### src/rtl/mem_port_arbiter.sv
// Arbitrates one registered memory port between IF and LS requesters; one access in flight.
// Define MEM_ARB_RR_EN for round-robin arbitration; the default is fixed priority with LS first.
module mem_port_arbiter #(
    parameter int unsigned ADDR_W  = 32,
    parameter int unsigned DATA_W  = 32,
    parameter int unsigned MEM_LAT = 1
) (
    input  logic                i_clk,
    input  logic                i_rst_n,
    input  logic                i_if_req,
    input  logic [ADDR_W-1:0]   i_if_addr,
    output logic                o_if_gnt,
    output logic                o_if_rvalid,
    output logic [DATA_W-1:0]   o_if_rdata,
    input  logic                i_ls_req,
    input  logic                i_ls_we,
    input  logic [DATA_W/8-1:0] i_ls_be,
    input  logic [ADDR_W-1:0]   i_ls_addr,
    input  logic [DATA_W-1:0]   i_ls_wdata,
    output logic                o_ls_gnt,
    output logic                o_ls_rvalid,
    output logic [DATA_W-1:0]   o_ls_rdata,
    output logic [ADDR_W-1:0]   o_mem_addr,
    output logic                o_mem_we,
    output logic [DATA_W/8-1:0] o_mem_be,
    output logic [DATA_W-1:0]   o_mem_wdata,
    input  logic [DATA_W-1:0]   i_mem_rdata,
    output logic                o_busy
);

    localparam int unsigned BeW     = DATA_W / 8;
    localparam logic [2:0]  LastCnt = 3'(MEM_LAT - 1);

    typedef enum logic [1:0] {StIdle, StAccess, StWait, StResp} state_e;

    state_e              state_q, state_d;
    logic [2:0]          cnt_q, cnt_d;
    logic                owner_ls_q, owner_ls_d;
    logic                is_wr_q, is_wr_d;
    logic [ADDR_W-1:0]   addr_q, addr_d;
    logic                we_q, we_d;
    logic [BeW-1:0]      be_q, be_d;
    logic [DATA_W-1:0]   wdata_q, wdata_d;
    logic [DATA_W-1:0]   if_rdata_q, if_rdata_d;
    logic [DATA_W-1:0]   ls_rdata_q, ls_rdata_d;
    logic                idle, ls_win, if_win;

    // Grants are suppressed while reset is asserted so every output reads 0.
    assign idle = (state_q == StIdle) && i_rst_n;

`ifdef MEM_ARB_RR_EN
    logic rr_q, rr_d;  // last grantee: 1 = LS, 0 = IF

    assign ls_win = idle && i_ls_req && (!i_if_req || !rr_q);
    assign if_win = idle && i_if_req && (!i_ls_req || rr_q);
    assign rr_d   = ls_win ? 1'b1 : (if_win ? 1'b0 : rr_q);

    always_ff @(posedge i_clk) begin
        if (!i_rst_n) rr_q <= 1'b0;
        else          rr_q <= rr_d;
    end
`else
    assign ls_win = idle && i_ls_req;
    assign if_win = idle && i_if_req && !i_ls_req;
`endif

    always_comb begin
        state_d    = state_q;
        cnt_d      = cnt_q;
        owner_ls_d = owner_ls_q;
        is_wr_d    = is_wr_q;
        addr_d     = addr_q;
        we_d       = 1'b0;
        be_d       = '0;
        wdata_d    = wdata_q;
        if_rdata_d = if_rdata_q;
        ls_rdata_d = ls_rdata_q;
        case (state_q)
            StIdle: begin
                if (ls_win) begin
                    state_d    = StAccess;
                    owner_ls_d = 1'b1;
                    is_wr_d    = i_ls_we;
                    addr_d     = i_ls_addr;
                    wdata_d    = i_ls_wdata;
                    we_d       = i_ls_we;
                    be_d       = i_ls_we ? i_ls_be : '0;
                end else if (if_win) begin
                    state_d    = StAccess;
                    owner_ls_d = 1'b0;
                    is_wr_d    = 1'b0;
                    addr_d     = i_if_addr;
                end
            end
            StAccess: begin
                cnt_d   = '0;
                state_d = is_wr_q ? StResp : StWait;
            end
            StWait: begin
                // Read data is valid during the last wait cycle; capture it at its end.
                if (cnt_q == LastCnt) begin
                    state_d = StResp;
                    if (owner_ls_q) ls_rdata_d = i_mem_rdata;
                    else            if_rdata_d = i_mem_rdata;
                end else begin
                    cnt_d = cnt_q + 3'd1;
                end
            end
            StResp:  state_d = StIdle;
            default: state_d = StIdle;
        endcase
    end

    always_ff @(posedge i_clk) begin
        if (!i_rst_n) begin
            state_q    <= StIdle;
            cnt_q      <= '0;
            owner_ls_q <= 1'b0;
            is_wr_q    <= 1'b0;
            addr_q     <= '0;
            we_q       <= 1'b0;
            be_q       <= '0;
            wdata_q    <= '0;
            if_rdata_q <= '0;
            ls_rdata_q <= '0;
        end else begin
            state_q    <= state_d;
            cnt_q      <= cnt_d;
            owner_ls_q <= owner_ls_d;
            is_wr_q    <= is_wr_d;
            addr_q     <= addr_d;
            we_q       <= we_d;
            be_q       <= be_d;
            wdata_q    <= wdata_d;
            if_rdata_q <= if_rdata_d;
            ls_rdata_q <= ls_rdata_d;
        end
    end

    assign o_if_gnt    = if_win;
    assign o_ls_gnt    = ls_win;
    assign o_if_rvalid = (state_q == StResp) && !owner_ls_q;
    assign o_ls_rvalid = (state_q == StResp) && owner_ls_q;
    assign o_if_rdata  = if_rdata_q;
    assign o_ls_rdata  = ls_rdata_q;
    assign o_mem_addr  = addr_q;
    assign o_mem_we    = we_q;
    assign o_mem_be    = be_q;
    assign o_mem_wdata = wdata_q;
    assign o_busy      = (state_q != StIdle);

endmodule
### config.mk
export PLATFORM = sky130hd
export DESIGN_NAME = mem_port_arbiter
export DESIGN_NICKNAME = d
export VERILOG_FILES = /design/src/rtl/mem_port_arbiter.sv
export SDC_FILE = /design/constraint.sdc
export NUM_CORES = 1
export LEC_CHECK = 0
export CORE_MARGIN = 2
export CORE_UTILIZATION = 43
export DETAILED_ROUTE_END_ITERATION = 10
export HOLD_SLACK_MARGIN = 0.12
export PLACE_DENSITY = 0.85
export SETUP_SLACK_MARGIN = 0.15
export SYNTH_ARGS = -nofsm -noshare
export SYNTH_HDL_FRONTEND = slang
export SYNTH_SLANG_ARGS = --single-unit
export TNS_END_PERCENT = 50
### constraint.sdc
create_clock -name i_clk -period 4.8 [get_ports i_clk]
set_input_delay 0.96 -clock i_clk [delete_from_list [all_inputs] [get_ports i_clk]]
set_output_delay 0.96 -clock i_clk [all_outputs]
set_load 0.005 [all_outputs]
==> impl_results.rst <==
.. list-table::
   :header-rows: 1

   * - Metric
     - Value
   * - Largest net degree at the start of global routing
     - 78
   * - Maximum number of buffers from clock root to sink
     - 2
   * - Initial Utilization
     - 43.8%
   * - Final non-filler cell area
     - 0.00879 mm^2
   * - Global-route congestion overflow total
     - 0
   * - Resized Gates After CTS
     - 0
   * - Main area contributors after synthesis
     - sky130_fd_sc_hd__dfxtp_1 51%, sky130_fd_sc_hd__nand2_1 14%, sky130_fd_sc_hd__mux2i_1 6.2%
   * - Data arrival at the endpoint of the critical path
     - 2590 ps
   * - Result of the run
     - finished, final reports clean
   * - Share of synthesized area occupied by flip-flops and latches
     - 51.1%
   * - Achievable clock frequency
     - 0.282 GHz
   * - Cell at the root of the clock tree
     - sky130_fd_sc_hd__clkbuf_16
   * - Latest clock arrival within the worst-skew pair
     - 420 ps
   * - Pin slew with the least headroom to its limit
     - 733 ps
   * - Placed Instance Area
     - 0.00821 mm^2
   * - Final hold violation count
     - 0
   * - Clock tree from TritonCTS
     - yes
   * - Detailed placement HPWL
     - 10,700 um
   * - Warnings from Yosys
     - 0
   * - Worst clock skew
     - 7.06 ps
   * - Fin crit period
     - 3550 ps
   * - Number of diodes added for antenna fixing
     - 0
   * - Row count
     - 41
   * - Post-DR vias/cell
     - 4.83
   * - Instance count of the mapped netlist
     - 625
   * - Reg clk slew, reported paths
     - 50 ps
   * - Drt drc
     - 0
   * - Average wire length per cell after detail routing
     - 14.6 um
   * - Worst endpoint required time
     - 3840 ps
   * - R2R Setup Slk
     - 2340 ps
   * - Count of flip-flops with a built-in enable after synthesis
     - 0
   * - Mapped Area
     - 0.00549 mm^2
   * - Synth async-reset ratio
     - 0%
   * - All-Layer GR Usage
     - 22.4%
   * - H-tree depth
     - 4
   * - Antenna-violating nets left
     - 0
   * - GPL Wtd Cong
     - 0.776
   * - Post CTS Setup Buffer Count
     - 0
   * - Worst Hold Class
     - reg -> reg
   * - Die height
     - 117 um
   * - Setup repair after global routing missed its margin
     - no
   * - Maximum fanout along the worst path
     - 26
   * - CTS Buf Count
     - 17
   * - Final clock period utilization by the worst path
     - 73.9%
   * - Worst-case headroom to the max-slew limit
     - 51.1%
   * - Nets in the synthesized netlist
     - 769
   * - NumNets Final
     - 1,021
   * - Pre-Repair DR Iteration Count
     - 4
   * - Aggregate negative setup slack
     - 0 ps
   * - Number of max-slew violations in the final report
     - 0
   * - Total wire length
     - 15,500 um
   * - Horizontal die dimension
     - 117 um
   * - Antenna violations before repair
     - 0
   * - Number of DRC markers after the initial detailed-route iteration
     - 376
   * - Number of sinks handled by clock tree synthesis
     - 140
   * - PwrDens
     - 430 mW/mm^2
   * - Min Hold Slack
     - 450 ps
   * - Max cap viols
     - 0
   * - Setup Crit Path Kind
     - in -> out
   * - Startpoint class of the critical path
     - primary input
   * - IO Pins
     - 275
   * - Hold-fix buffers, CTS
     - 0
   * - Area delta synth->final
     - 60.1%
   * - Total die area
     - 0.0137 mm^2
   * - Mean instance size in the synthesized netlist
     - 8.78 um^2
   * - Number of cells on the worst reg-to-reg path
     - 6
   * - Setup Viol. Count Final
     - 0
   * - Leak Pwr
     - 3.16 nW
   * - Kind of end point of the critical path
     - primary output
   * - Cell variety after synth
     - 34
   * - Area share of the leading cell type in the synthesized netlist
     - 51.1%
   * - Wire length of the first global-routing pass
     - 23,500 um
   * - Leading cell type by number of instances after synthesis
     - sky130_fd_sc_hd__nand2_1
   * - Area of the core
     - 0.0125 mm^2
   * - Share of layout cells above drive strength 1
     - 4.16%
   * - WHS Path Cells
     - 2
   * - Total of buffers placed on input and output ports
     - 274
   * - FF+latch count, synth
     - 140
   * - Peak supply drop
     - 0.240 mV
   * - Most frequent cells after synthesis
     - 198 x sky130_fd_sc_hd__nand2_1, 140 x sky130_fd_sc_hd__dfxtp_1, 64 x sky130_fd_sc_hd__o21ai_0
   * - Most frequently used flop master after synthesis
     - sky130_fd_sc_hd__dfxtp_1
   * - Largest area contributor in the synthesized netlist
     - sky130_fd_sc_hd__dfxtp_1
   * - Total vias in the final route
     - 5,127
   * - Vias in the first global route
     - 4,779
[worst max-delay path: stages]
cell and delay (ps):
sky130_fd_sc_hd__clkdlybuf4s50_1 530, sky130_fd_sc_hd__and3_4 500, sky130_fd_sc_hd__clkdlybuf4s50_1 590
[final timing paths]
path                          startpoint                           to
max                             i_ls_req                     o_ls_gnt
min          o_if_rdata[22]$_SDFFE_PN0P_  o_if_rdata[22]$_SDFFE_PN0P_
max reg2reg      state_q[0]$_SDFFE_PN0P_  o_mem_addr[22]$_SDFFE_PN0P_
min reg2reg  o_if_rdata[22]$_SDFFE_PN0P_  o_if_rdata[22]$_SDFFE_PN0P_
[stage by stage]
stage | instances | power [W] | setup slack [ps] | utilization, %
2_1_floorplan | 625 | 0.00196 | 2220 | -
3_3_place_gp | 1030 | 0.00249 | 1260 | 65.6
3_5_place_dp | 1030 | 0.00252 | 1240 | 65.6
4_1_cts | 1061 | 0.00381 | 1240 | 70.2
5_1_grt | 1061 | 0.00398 | 1170 | 70.2
6_report | 1061 | 0.00378 | 1250 | 70.2
[cells in the final DEF, fill, tap and decap left out, types with 4 or more instances in the layout]
cell / netlist / final
sky130_fd_sc_hd__clkdlybuf4s50_1: 0 / 273
sky130_fd_sc_hd__nand2_1: 198 / 198
sky130_fd_sc_hd__dfxtp_1: 140 / 140
sky130_fd_sc_hd__o21ai_0: 64 / 64
sky130_fd_sc_hd__a21boi_0: 35 / 35
sky130_fd_sc_hd__mux2i_1: 34 / 34
sky130_fd_sc_hd__a21oi_1: 32 / 32
sky130_fd_sc_hd__a21boi_1: 31 / 31
sky130_fd_sc_hd__clkbuf_16: 0 / 17
sky130_fd_sc_hd__buf_4: 3 / 8
sky130_fd_sc_hd__ha_1: 7 / 7
sky130_fd_sc_hd__inv_1: 6 / 6
sky130_fd_sc_hd__nor2b_1: 5 / 5
sky130_fd_sc_hd__and3_1: 6 / 5
sky130_fd_sc_hd__clkbuf_8: 0 / 4
sky130_fd_sc_hd__clkbuf_1: 22 / 4
[layout make-up]
type                    instances  area (um^2)
multi-input cells             431         2370
clock buffers                  25          495
flip-flops and latches        140         2800
repair buffers                281         2790
inverters                       6         22.5
well taps                     172          215
clock inverters                 6         85.1
fillers                      1015         3730
[where the power goes]
part | internal (W) | leakage (nW) | total [W] | switching, W
clock network | 0.000815 | 0.279 | 0.00129 | 0.000473
registers | 0.00135 | 1.14 | 0.00145 | 0.0000999
logic | 0.000574 | 1.74 | 0.00104 | 0.000465
[kinds of logic (layout without fill, tap and decap cells)]
family / Yosys count / count (layout) / synth area share [%]
mux: 34 / 34 / 6.20
compound gates: 170 / 170 / 18.9
flops: 140 / 140 / 51.1
fa+ha+maj: 7 / 7 / 1.60
buf+inv: 54 / 318 / 5.77
simple gates: 220 / 220 / 16.5
[flip-flops by register name, indices dropped and copies added, names as in the netlist]
name / count
state_q: 2
o_mem_be: 4
o_ls_rdata: 32
cnt_q: 3
o_mem_we: 1
o_mem_addr: 32
is_wr_q: 1
o_if_rdata: 32
owner_ls_q: 1
o_mem_wdata: 32
[per-layer routing]
layer | part of all wire [%] | global-route usage (%) | vias to the layer above
met5 | 0 | 0 | -
met4 | 2.5 | 10.2 | 0
met3 | 8.9 | 8.44 | 36
met2 | 48 | 37.1 | 210
met1 | 41 | 25.8 | 2298
li1 | - | - | 2583
No activity file was read; power rests on OpenSTA's default activity.
